File: src/rtl/cluster_pe_nd.sv
// k-d-tree cluster processing element: holds one centre, accumulates assigned
// points, swaps centres with neighbours and recomputes the floor-mean centre.
module cluster_pe_nd #(
   parameter int DIM         = 3,
   parameter int DIM_SIZE    = 8,
   parameter int MAX_N       = 1024,
   parameter int MAX_DEPTH   = 16,
   parameter logic [DIM*DIM_SIZE-1:0] INITIAL_CENTER = '0,
   localparam int CENTER_SIZE = DIM*DIM_SIZE,
   localparam int CNT_W       = $clog2(MAX_N+1),
   localparam int ACC_W       = DIM_SIZE+CNT_W,
   localparam int DEPTH_W     = $clog2(MAX_DEPTH+1)
) (
   input  logic                   clk,
   input  logic                   rst,
   input  logic                   en,
   input  logic                   point_valid,
   output logic                   point_ready,
   input  logic [CENTER_SIZE-1:0] point_in,
   input  logic                   inc,
   input  logic                   parent_switch,
   input  logic                   child_switch,
   input  logic [CENTER_SIZE-1:0] parent_in,
   input  logic [CENTER_SIZE-1:0] child_in,
   output logic [CENTER_SIZE-1:0] parent_out,
   output logic [CENTER_SIZE-1:0] child_out,
   input  logic [DEPTH_W-1:0]     depth,
   input  logic                   next_level,
   output logic [DEPTH_W-1:0]     child_depth,
   input  logic                   update_start,
   output logic                   update_done,
   output logic                   busy,
   output logic                   stable,
   output logic                   overflow,
   output logic [CENTER_SIZE-1:0] center_out,
   output logic [CNT_W-1:0]       count_out
);

   localparam int DIDX_W = (DIM > 1) ? $clog2(DIM) : 1;
   localparam int BIT_W  = $clog2(ACC_W);

   typedef enum logic [1:0] {IDLE, UPDATE, DONE} state_t;

   state_t                 state, state_next;
   logic [ACC_W-1:0]       acc [DIM];
   logic [CNT_W-1:0]       count;
   logic [CENTER_SIZE-1:0] point;
   logic [CENTER_SIZE-1:0] old_center;
   logic [CENTER_SIZE-1:0] shadow;
   logic [CENTER_SIZE-1:0] new_center;
   logic [DEPTH_W-1:0]     ttl;
   logic [DIDX_W-1:0]      dcnt;
   logic [BIT_W-1:0]       bcnt;
   logic [CNT_W-1:0]       rem;
   logic [DIM_SIZE-1:0]    quot;
   logic [DIM_SIZE-1:0]    quot_next;
   logic [CNT_W:0]         rem_sh;
   logic [CNT_W:0]         rem_sub;
   logic                   q_bit;
   logic                   switch_en;
   logic                   last_bit;
   logic                   last_dim;

   assign point_ready = en && (state == IDLE);
   assign busy        = (state == UPDATE);
   assign center_out  = old_center;
   assign count_out   = count;
   assign switch_en   = (ttl != '0);
   assign last_bit    = (bcnt == '0);
   assign last_dim    = (dcnt == DIDX_W'(DIM-1));
   assign child_depth = (depth >= DEPTH_W'(MAX_DEPTH)) ? DEPTH_W'(MAX_DEPTH) : depth + DEPTH_W'(1);
   // An empty cluster keeps its centre, which also makes it report stable.
   assign new_center  = (count == '0) ? old_center : shadow;

   // One restoring-division step: shift in the next dividend bit, subtract if it fits.
   always_comb begin
      rem_sh    = {rem, acc[dcnt][bcnt]};
      q_bit     = (rem_sh >= {1'b0, count});
      rem_sub   = q_bit ? (rem_sh - {1'b0, count}) : rem_sh;
      quot_next = {quot[DIM_SIZE-2:0], q_bit};
   end

   always_comb begin
      state_next = state;
      case (state)
         IDLE:    if (update_start) state_next = (count != '0) ? UPDATE : DONE;
         UPDATE:  if (last_bit && last_dim) state_next = DONE;
         DONE:    state_next = IDLE;
         default: state_next = IDLE;
      endcase
   end

   always_ff @(posedge clk) begin
      if (!rst) state <= IDLE;
      else if (en) state <= state_next;
   end

   always_ff @(posedge clk) begin
      if (!rst) update_done <= 1'b0;
      else      update_done <= en && (state == DONE);
   end

   always_ff @(posedge clk) begin
      if (!rst) begin
         for (int d = 0; d < DIM; d++) acc[d] <= '0;
         count      <= '0;
         point      <= '0;
         old_center <= INITIAL_CENTER;
         parent_out <= '0;
         child_out  <= '0;
         ttl        <= depth;
         stable     <= 1'b0;
         overflow   <= 1'b0;
      end else if (en) begin
         if (next_level && switch_en) ttl <= ttl - DEPTH_W'(1);
         case (state)
            IDLE: begin
               if (point_valid) point <= point_in;
               if (inc) begin
                  if (count == CNT_W'(MAX_N)) begin
                     overflow <= 1'b1;
                  end else begin
                     for (int d = 0; d < DIM; d++)
                        acc[d] <= acc[d] + ACC_W'(point[d*DIM_SIZE +: DIM_SIZE]);
                     count <= count + CNT_W'(1);
                  end
               end
               if (switch_en && parent_switch) begin
                  parent_out <= old_center;
                  old_center <= parent_in;
               end else if (switch_en && child_switch) begin
                  child_out  <= old_center;
                  old_center <= child_in;
               end
            end
            DONE: begin
               stable     <= (new_center == old_center);
               old_center <= new_center;
               for (int d = 0; d < DIM; d++) acc[d] <= '0;
               count      <= '0;
               overflow   <= 1'b0;
            end
            default: ;
         endcase
      end
   end

   // Divider sequencing; shadow only reaches old_center through DONE, so an
   // aborted division never leaves a partial centre behind.
   always_ff @(posedge clk) begin
      if (en) begin
         if (state == IDLE && update_start) begin
            dcnt <= '0;
            bcnt <= BIT_W'(ACC_W-1);
            rem  <= '0;
            quot <= '0;
         end else if (state == UPDATE) begin
            if (last_bit) begin
               shadow[dcnt*DIM_SIZE +: DIM_SIZE] <= quot_next;
               rem  <= '0;
               quot <= '0;
               bcnt <= BIT_W'(ACC_W-1);
               dcnt <= dcnt + DIDX_W'(1);
            end else begin
               rem  <= rem_sub[CNT_W-1:0];
               quot <= quot_next;
               bcnt <= bcnt - BIT_W'(1);
            end
         end
      end
   end

endmodule

File: config.mk
export PLATFORM = sky130hd
export DESIGN_NAME = cluster_pe_nd
export DESIGN_NICKNAME = d
export VERILOG_FILES = /design/src/rtl/cluster_pe_nd.sv
export SDC_FILE = /design/constraint.sdc
export NUM_CORES = 1
export LEC_CHECK = 0
export CAP_MARGIN = 5
export CELL_PAD_IN_SITES_DETAIL_PLACEMENT = 0
export CELL_PAD_IN_SITES_GLOBAL_PLACEMENT = 2
export CORE_MARGIN = 5
export CORE_UTILIZATION = 30
export CTS_BUF_LIST = sky130_fd_sc_hd__clkbuf_2 sky130_fd_sc_hd__clkbuf_4 sky130_fd_sc_hd__clkbuf_8
export DETAILED_ROUTE_END_ITERATION = 10
export PLACE_DENSITY = 0.83
export SLEW_MARGIN = 20
export SYNTH_ARGS = -nofsm -noshare
export SYNTH_HDL_FRONTEND = slang
export SYNTH_SLANG_ARGS = --single-unit
File: constraint.sdc
create_clock -name clk -period 4.05 [get_ports clk]
set_input_delay 0.6075 -clock clk [delete_from_list [all_inputs] [get_ports clk]]
set_output_delay 0.6075 -clock clk [all_outputs]
set_load 0.02 [all_outputs]
## Yosys cells after proc, flatten, opt, wreduce, memory -nomap -nowiden

Memories as Yosys holds them, arrays and structs flattened. A register that Yosys moved wholly into a read port is not among the register bits.
Index checks and enable logic that the tools add are counted.

| word-level totals | value |
|---|---|
| flip-flop bits (word level) | 166 |
| RAM bits | 57 |
| output and inout port bits | 93 |
| memories kept | 1 |

| operators by class | value |
|---|---|
| add/subtract/negate cells | 10 |
| $lt $le $gt $ge | 3 |
| equal/unequal tests | 13 |
| shift-type cells | 2 |
| mux-type cells | 49 |
| bitwise gates (word level) | 8 |
| reductions and logical operators | 27 |

Memories:

| memory | words | width | rd ports | clocked after memory_dff | write ports | line | text |
|---|---|---|---|---|---|---|---|
| acc | 3 | 19 | 4 | 1 | 3 | 45 | `logic [ACC_W-1:0] acc [DIM];` |

Operators with widths:

| operator | count |
|---|---|
| two-way mux 19 bit | 6 |
| two-way mux 24 bit | 3 |
| adder 19 x 8 -> 19 bit | 3 |
| two-way mux 11 bit | 5 |
| case mux 24 bit (2 select lines) | 1 |
| negation 5 -> 34 bit | 1 |
| variable shift 8 x 34 -> 24 bit (first input constant) | 1 |
| indexed part select 8 x 34 -> 24 bit | 1 |
| two-way mux 5 bit | 6 |
| bitwise mux 24 bit | 1 |
| == test 24 bit | 1 |
| case mux 11 bit (2 select lines) | 1 |
| AND reduction 4 bit | 4 |
| AND reduction 3 bit | 5 |
| two-way mux 1 bit | 14 |
| two-way mux 2 bit | 7 |
| two-way mux 7 bit | 2 |
| greater-or-equal comparator 12 x 11 -> 1 bit | 1 |
| adder 11 x 1 -> 11 bit (second input constant) | 1 |
| == test 11 bit (second input constant) | 1 |
| logical NOT 11 bit | 1 |
| nonzero test 11 bit | 1 |
| subtractor 11 bit | 1 |
| subtractor 5 x 1 -> 5 bit (second input constant) | 2 |
| other kinds (20) | 42 |

## Depth between registers and ports, before layout

Gate-level depths: netlist of run 1.

| depth | value |
|---|---|
| word-level depth | 9 |
| mapped depth | 16 |
| mapped depth without buffers | 13 |

## Worst setup path before layout of run 1

OpenSTA, ideal clock, no wires.

| timing | value |
|---|---|
| path type | reg2reg |
| start point | reg (tool-made name) |
| end point | reg rem[7], data pin |
| library setup time | 0.266 ns |
| data arrival time | 3.785 ns |
| data required time | 3.784 ns |
| slack | -0.001 ns |
| stages on the path, launching flop included | 16 |
| period minus slack after synthesis | 4.051 ns |
| path through | dfxtp_1 -> buf_6 -> mux4_2 -> mux2_2 -> mux4_2 -> and2_4 -> o31ai_1 -> ha_1 -> fa_1 -> nor2b_1 -> o2111ai_1 -> nand4_1 -> a31oi_2 -> buf_2 -> mux2i_1 -> nor2_1 |

RTL lines:

| element | line | text |
|---|---|---|
| end signal: assignment | 165 | `rem <= rem_sub[CNT_W-1:0];` |
| end: declaration | 54 | `logic [CNT_W-1:0] rem;` |

## Final worst setup path of run 1

| timing | value |
|---|---|
| start point | reg bcnt[1] |
| end point | reg rem[8], data pin |

| between the ends | value |
|---|---|
| word-level cells in the longest chain between the ends | 6 |
| elaborated cells between the ends (all ways) | 8 |
| those cells by class | add/sub (1); order compare (1); mux (5); reduce/logical (1) |

RTL lines:

| element | line | text |
|---|---|---|
| start: declaration | 53 | `logic [BIT_W-1:0] bcnt;` |
| start signal: assignment | 154 | `bcnt <= BIT_W'(ACC_W-1);` |
| start signal: assignment | 162 | `bcnt <= BIT_W'(ACC_W-1);` |
| start signal: assignment | 167 | `bcnt <= bcnt - BIT_W'(1);` |
| binary-select mux 1 bit (select 5 bit) | 77 | `rem_sh = {rem, acc[dcnt][bcnt]};` |
| two-way mux 1 bit (not written as such) | 77 |  |
| subtractor 11 bit or greater-or-equal comparator 12 x 11 -> 1 bit (tied branches) | 79, 78 |  |
| two-way mux 11 bit | 79 | `rem_sub = q_bit ? (rem_sh - {1'b0, count}) : rem_sh;` |
| two-way mux 11 bit (*) | 158 | `if (last_bit) begin` |
| two-way mux 11 bit (*) | 157 | `end else if (state == UPDATE) begin` |

Mark *: on every way between the ends. The rest lies on a longest branch, timed or not. The select of a mux whose other input is x is not followed.
A chain may end at the register's enable or synchronous reset.

==> results of run 1 <==
[synth_stat cells, drive strengths merged (36+ instances only)]
cell type,instances,area (µm²)
dfxtp,114,2280
nand2,144,541
edfxtp,111,3330
xnor2,47,412
nor2,93,349
mux2i,115,1150
ha,46,576
and2,36,228
clkbuf,41,154
nor2b,67,419
a21oi,38,194
inv,47,176
[power groups by stage]
stage / logic (W) / clock network, W / registers, W
finish: 0.00105 / 0.00222 / 0.00269
CTS: 0.00105 / 0.00230 / 0.00270
global route: 0.00116 / 0.00240 / 0.00271
detailed placement: 0.00104 / 0 / 0.00274
global placement: 0.00104 / 0 / 0.00274
floorplan: 0.000641 / 0 / 0.00272
[metrics by stage]
step	hold WS [ns]	TNS [ns]	total power, W	instance area (µm²)
final	0.473	0	0.00597	15900
after global routing	0.494	-1.33	0.00628	15900
after floorplan	0.448	0	0.00336	12500
after detailed placement	0.472	-0.454	0.00379	15000
after global placement	0.462	-0.251	0.00378	15000
after CTS	0.480	0	0.00605	15800
[worst max-delay path: cells and delay by family, from the launching register on]
| family | cells | cell delay [ns] |
|---|---|---|
| AOI/OAI and AO/OA | 3 | 0.72 |
| muxes | 4 | 1.47 |
| adders and majority gates | 2 | 0.45 |
| buffers and inverters | 1 | 0.16 |
| DFF | 1 | 0.46 |
| and+or+nand+nor | 4 | 0.43 |
[cell type report]
type / instances / area (µm²) / share of cell area, %
Sequential cell: 225 / 5620 / 35.3
Inverter: 47 / 176 / 1.11
Timing Repair Buffer: 208 / 2040 / 12.9
Clock buffer: 61 / 752 / 4.73
Multi-Input combinational cell: 917 / 6560 / 41.3
Clock inverter: 16 / 88.8 / 0.558
Tap cell: 532 / 666 / 4.18
[how the worst max path moves through the flow]
stage | to | start | depth (start not counted)
6_report | rem[8]$_SDFFCE_PN0P_ | bcnt[1]$_SDFFCE_PN1P_ | 14
4_1_cts | rem[5]$_SDFFCE_PN0P_ | bcnt[1]$_SDFFCE_PN1P_ | 15
5_1_grt | rem[6]$_SDFFCE_PN0P_ | bcnt[1]$_SDFFCE_PN1P_ | 14
3_5_place_dp | rem[3]$_SDFFCE_PN0P_ | bcnt[1]$_SDFFCE_PN1P_ | 14
3_3_place_gp | rem[2]$_SDFFCE_PN0P_ | bcnt[1]$_SDFFCE_PN1P_ | 14
2_1_floorplan | rem[7]$_SDFFCE_PN0P_ | flop | 15
[timing repair]
item | in CTS | in global routing
cloned | 0 | 1
endpoints found under the setup margin | 11 | 14
resized for setup | 3 | 6
pin swaps | 1 | 8
buffers inserted | 0 | 2
[cell families (layout without fill, tap and decap cells)]
kind of cell / Yosys count / after routing
buffers and inverters: 105 / 332
flip-flops: 225 / 225
AO/OA/AOI/OAI: 192 / 192
AND/OR/NAND/NOR: 465 / 465
adder cells (fa/ha/maj): 50 / 50
multiplexers: 132 / 132
XOR/XNOR: 78 / 78
[layer usage]
layer / wire, µm / part of all wire [%] / vias up
met1: 15100 / 43 / 4636
li1: - / - / 4857
met3: 1890 / 5.4 / 53
met5: 0 / 0 / -
met4: 922 / 2.7 / 0
met2: 16900 / 48 / 230
[state kept, by name, indices dropped and copies added (netlist names), 7 cells and up, named ones only]
signal	cells
acc	57
center_out	24
child_out	24
parent_out	24
point	24
shadow	24
count_out	11
rem	11
quot	7
==> impl_metrics.ini, run 1 <==
[synth]
netlist-cell-type-count = 67
synthAdderAreaFrac_pct = 5.23
synth-compound-area-share_pct = 11.1
synth_register_bits = 225
async_reset_ff_share_pct = 0
synth_nets = 1383
synthCells = 1247
synth-xor-area-share_pct = 5.45
synth_seq_area_share_pct = 44.8
synth_flop_cell = dfxtp_1
yosys_warnings = 0
synthMuxAreaShare_pct = 11.7
yosys.area_share.simple_pct = 18.3
post_synth.cell_area_avg_um2 = 10.1
post_synth_instance_area_mm2 = 0.0125
main_combinational_cell_family_by_area_after_synthesis = simple AND/OR/NAND/NOR gates
post_synth_edffs = 111

[min_path]
timing.hold.worst.start = point[19]$_SDFFE_PN0P_
hold_path_end = point[19]$_SDFFE_PN0P_
holdPathStages = 2
hp-class = reg2reg

[setup_path]
worst_r2r_path_depth = 14
wp_data_arrival_ns = 4.32
cp_cell_sequence = mux4_2 -> mux2_4 -> mux4_2 -> and2_4 -> o31ai_4 -> ha_2 -> fa_2 -> nor2b_2 -> o2111ai_2 -> nand4_1 -> a31oi_4 -> buf_12 -> mux2i_1 -> nor2_1
worstPathRequired_ns = 4.37
crit_path_max_incr_delay_ns = 0.54
worst_path_most_repeated_cell = mux4_2
startpoint_type = flop
timing.reg2reg.setup_slack_ns = 0.05
timing.critical_path.slowest_stage_cell = mux4_2
worst_r2r_endpoint = rem[8]$_SDFFCE_PN0P_
crit_path_max_fanout = 5
worst-setup-path-type = reg2reg
endpoint_kind = flop
worstReg2RegStart = bcnt[1]$_SDFFCE_PN1P_

[placed_design]
placedCellCount = 1926
buffers_added_on_ports = 178
dp.final_hpwl_um = 25600
dp_worst_setup_slack_ns = -0.0670
gp_routability_congestion = 0.827

[floorplan]
initial_core_util_pct = 30.5
placementRows = 74
die_boundary_width_um = 214
coreArea_mm2 = 0.0411
boundaryPins = 179
dieArea_mm2 = 0.0460
die-height_um = 214

[grt]
first_global_vias = 9898
grt_overflow = 0
track_usage_pct = 14.7
gr-max-usage-layer = met2
met2_grt_util_pct = 25.4
globalRouteMet3Util_pct = 3.33
met1_track_demand_over_resource_in_global_routing_pct = 18.4
largest_net_degree_at_the_start_of_global_routing = 65
grt_pass1_wl_um = 55600
antenna_found_initial = 0

[power]
switching_power_w = 0.00171
share_comb_of_total_power_pct = 17.7
power-per-cell-area_mw_per_mm2 = 375
p_sw_share_pct = 28.7
power_frac_clock_pct = 37.2
p_leak_nw = 5.95
power.share.sequential_pct = 45.2
ir_drop_mv = 0.198
internal-power_w = 0.00425

[finish]
layout-area-overhead-vs-synth_pct = 26.9
most_common_library_cell_in_the_layout_ignoring_fill_and_taps = clkdlybuf4s50_1
final_util_pct = 38.7
fin_nets = 1577
antenna_cells = 0
mostFrequentLayoutCells = clkdlybuf4s50_1, nand2_1, mux2i_1
layout.cells.non_filler = 2006
fillers = 4126
final_layout_size_suffix_gt1_share_pct = 9.23

[timing]
finClkSkew_ns = 0.0211
layout_worst_path_cycle_share_pct = 98.9
layout_min_cycle_time_ns = 4.00
slew_violations = 0
relSlewSlack_pct = 29.9
finalHoldViolCount = 0
max_clk_rate_mhz = 250
worstMarginPinSlew_ns = 1.05
timing.final.setup_violations = 0
layout_setup_ws_ns = 0.0463
rsz0062_at_grt = yes

[route]
vias = 9776
wl_um = 34800
drc_errors = 0
detail_route.wl_per_cell_um = 17.3
route.antenna.remaining_nets = 0
first_iter_violations = 511
vias_per_cell = 4.87
first_pass_iteration_count_of_the_detailed_router = 4

[clock_network]
cts_root_buf = clkbuf_8
clock_tree.buffer_depth = 3
holdBufCountCts = 0
clkTransAtPathRegs_ns = 0.06
ctsHtreeMaxLevel = 2
clock_sink_count = 225
clock_insertion_delay_worst_skew_ns = 0.60
cts-buffers-inserted = 42
clock_tree_from_tritoncts = built

[flow_run]
drv.max_cap_violation_count = 0

[status]
run_status = finished clean
Note: power is estimated with default switching activity, not from simulation.
==> run 2, diff against run 1 <==
--- a/config.mk
+++ b/config.mk
@@ -12,7 +12,7 @@
 export CORE_UTILIZATION = 30
 export CTS_BUF_LIST = sky130_fd_sc_hd__clkbuf_2 sky130_fd_sc_hd__clkbuf_4 sky130_fd_sc_hd__clkbuf_8
 export DETAILED_ROUTE_END_ITERATION = 10
-export PLACE_DENSITY = 0.83
+export PLACE_DENSITY_LB_ADDON = 0.1
 export SLEW_MARGIN = 20
 export SYNTH_ARGS = -nofsm -noshare
 export SYNTH_HDL_FRONTEND = slang
==> run 2 against run 1 <==
Effect of this change: final area increased by 0.76%; clock power grew 5%; largest power group unchanged; critical path depth unchanged; wire length increased by 7.9%; sequential power is essentially flat; non-clock buffer count is 7 higher; utilization rose by 0.30 points; critical path type unchanged; global-route usage rose by 1.2 points; highest routed layer unchanged; register-to-register slack got worse by 0.02 ns; via count barely moved; clock-buffer cell count up 7.
==> impl_metrics.ini, run 2 (synthesis gave the netlist of run 1 again) <==
[grt]
grt_overflow = 0
track_usage_pct = 16.0
first_global_vias = 10000
grt_pass1_wl_um = 59300
antenna_found_initial = 0
largest_net_degree_at_the_start_of_global_routing = 58

[finish]
final_layout_size_suffix_gt1_share_pct = 10.4
fin_nets = 1586
mostFrequentLayoutCells = clkdlybuf4s50_1, nand2_1, mux2i_1
final_util_pct = 39.0
max_flop_register = acc
fillers = 4180
finish.instance_area_mm2 = 0.0160
antenna_cells = 0
largest_register_ff_count = 57
seq_area_mm2 = 0.00562
most_common_library_cell_in_the_layout_ignoring_fill_and_taps = clkdlybuf4s50_1
layout.cells.non_filler = 2017
multi_input_gate_area_in_the_final_layout_mm2 = 0.00660
layout-area-overhead-vs-synth_pct = 27.8

[placed_design]
placedCellCount = 1932
placed_area_mm2 = 0.0150
dp_worst_setup_slack_ns = -0.182
dp.final_hpwl_um = 27400
buffers_added_on_ports = 178
gp_routability_congestion = 0.770

[floorplan]
initial_core_util_pct = 30.5
coreArea_mm2 = 0.0411
die_boundary_width_um = 214
dieArea_mm2 = 0.0460
placementRows = 74
die-height_um = 214
boundaryPins = 179

[clock_network]
cts_root_buf = clkbuf_8
clkTransAtPathRegs_ns = 0.06
clock_tree.buffer_depth = 3
clock_sink_count = 225
clock_tree_from_tritoncts = built
clock_insertion_delay_worst_skew_ns = 0.60
ctsHtreeMaxLevel = 2
cts-buffers-inserted = 44

[timing]
max_clk_rate_mhz = 249
rsz0062_at_grt = yes
finClkSkew_ns = 0.0219
final.setup.tns_ns = 0
finalHoldViolCount = 0
layout_setup_ws_ns = 0.0297
worstMarginPinSlew_ns = 0.988
layout_worst_path_cycle_share_pct = 99.3
relSlewSlack_pct = 34.2
layout_min_cycle_time_ns = 4.02
slew_violations = 0
timing.final.setup_violations = 0

[power]
p_leak_nw = 6.02
ir_drop_mv = 0.221
power-per-cell-area_mw_per_mm2 = 381

[route]
wl_um = 37500
detail_route.wl_per_cell_um = 18.6
vias_per_cell = 4.85
first_pass_iteration_count_of_the_detailed_router = 4
vias = 9775
first_iter_violations = 382
drc_errors = 0
route.antenna.remaining_nets = 0

[setup_path]
startpoint_type = flop
wp_data_arrival_ns = 4.32
endpoint_kind = flop
worstPathRequired_ns = 4.35
crit_path_max_fanout = 5
setup.worst_path.start = bcnt[1]$_SDFFCE_PN1P_
worstReg2RegStart = bcnt[1]$_SDFFCE_PN1P_
worst-setup-path-type = reg2reg

[flow_run]
drv.max_cap_violation_count = 0

[min_path]
hp-class = reg2reg
timing.hold.worst.start = point[20]$_SDFFE_PN0P_

[status]
run_status = finished clean
-- run 2: cell types whose count changed in the layout (fill, tap and decap cells not counted), sizes merged --
cell | before | now
buf | 30 | 38
clkbuf | 62 | 68
clkinvlp | 1 | 0
clkinv | 12 | 10
-- run 2: cell type report --
cell class                 count  area share, %
multi-input combinational    917           41.2
clock buffer                  68           5.14
tap                          532           4.15
clock inverter                13          0.422
inverter                      47           1.10
timing repair buffer         215           13.0
sequential                   225           35.0
-- run 2: path summary, 6_finish.rpt --
check | endpoint | slack (ns) | cells past startpoint
setup / recovery | rem[4]$_SDFFCE_PN0P_ | 0.03 | 14
setup reg to reg | rem[4]$_SDFFCE_PN0P_ | 0.03 | 14
hold / removal | point[20]$_SDFFE_PN0P_ | 0.47 | 2
hold reg to reg | point[20]$_SDFFE_PN0P_ | 0.47 | 2
-- run 2: where the power goes --
group	internal, W	switching (W)
registers	0.00254	0.000155
logic	0.000515	0.000561
clock network	0.00130	0.00104
-- run 2: critical path: stages (launching register included) --
cell and delay, ns:
edfxtp_1 0.48, mux4_2 0.54, mux2_4 0.29, mux4_2 0.45
and2_4 0.18, o31ai_4 0.20, ha_2 0.24, fa_2 0.24
nor2b_4 0.06, o2111ai_4 0.20, nand4_1 0.17, a31oi_4 0.24
buf_6 0.16, mux2i_1 0.19, nor2_1 0.06
-- run 2: stage by stage --
stage	power (W)	hold slack, ns
final	0.00611	0.474
after global placement	0.00381	0.460
after global routing	0.00644	0.496
after CTS	0.00622	0.481
after floorplan	0.00336	0.448
after detailed placement	0.00381	0.473
-- run 2: what timing repair did --
action / in CTS / in global routing
gates resized for setup: 9 / 12
hold buffers: 0 / 0
gates cloned: 1 / 0
setup buffers: 0 / 3
pin swaps: 2 / 5
setup endpoints to repair: 15 / 15
-- run 2: per-layer routing --
metal	wire (µm)	share of wire (%)	track usage (%)
met3	1780	4.7	3.73
met1	17500	47	21.5
met4	653	1.7	3.56
met5	0	0	0
met2	17600	47	26.3
==> run 3, diff against run 2 <==
--- a/config.mk
+++ b/config.mk
@@ -11,9 +11,10 @@
 export CORE_MARGIN = 5
 export CORE_UTILIZATION = 30
 export CTS_BUF_LIST = sky130_fd_sc_hd__clkbuf_2 sky130_fd_sc_hd__clkbuf_4 sky130_fd_sc_hd__clkbuf_8
+export CTS_CLUSTER_SIZE = 10
 export DETAILED_ROUTE_END_ITERATION = 10
 export PLACE_DENSITY_LB_ADDON = 0.1
-export SLEW_MARGIN = 20
+export SLEW_MARGIN = 10
 export SYNTH_ARGS = -nofsm -noshare
 export SYNTH_HDL_FRONTEND = slang
 export SYNTH_SLANG_ARGS = --single-unit
==> results of run 3 <==
No change in the layout: final DEF, timing and power equal those of run 2.
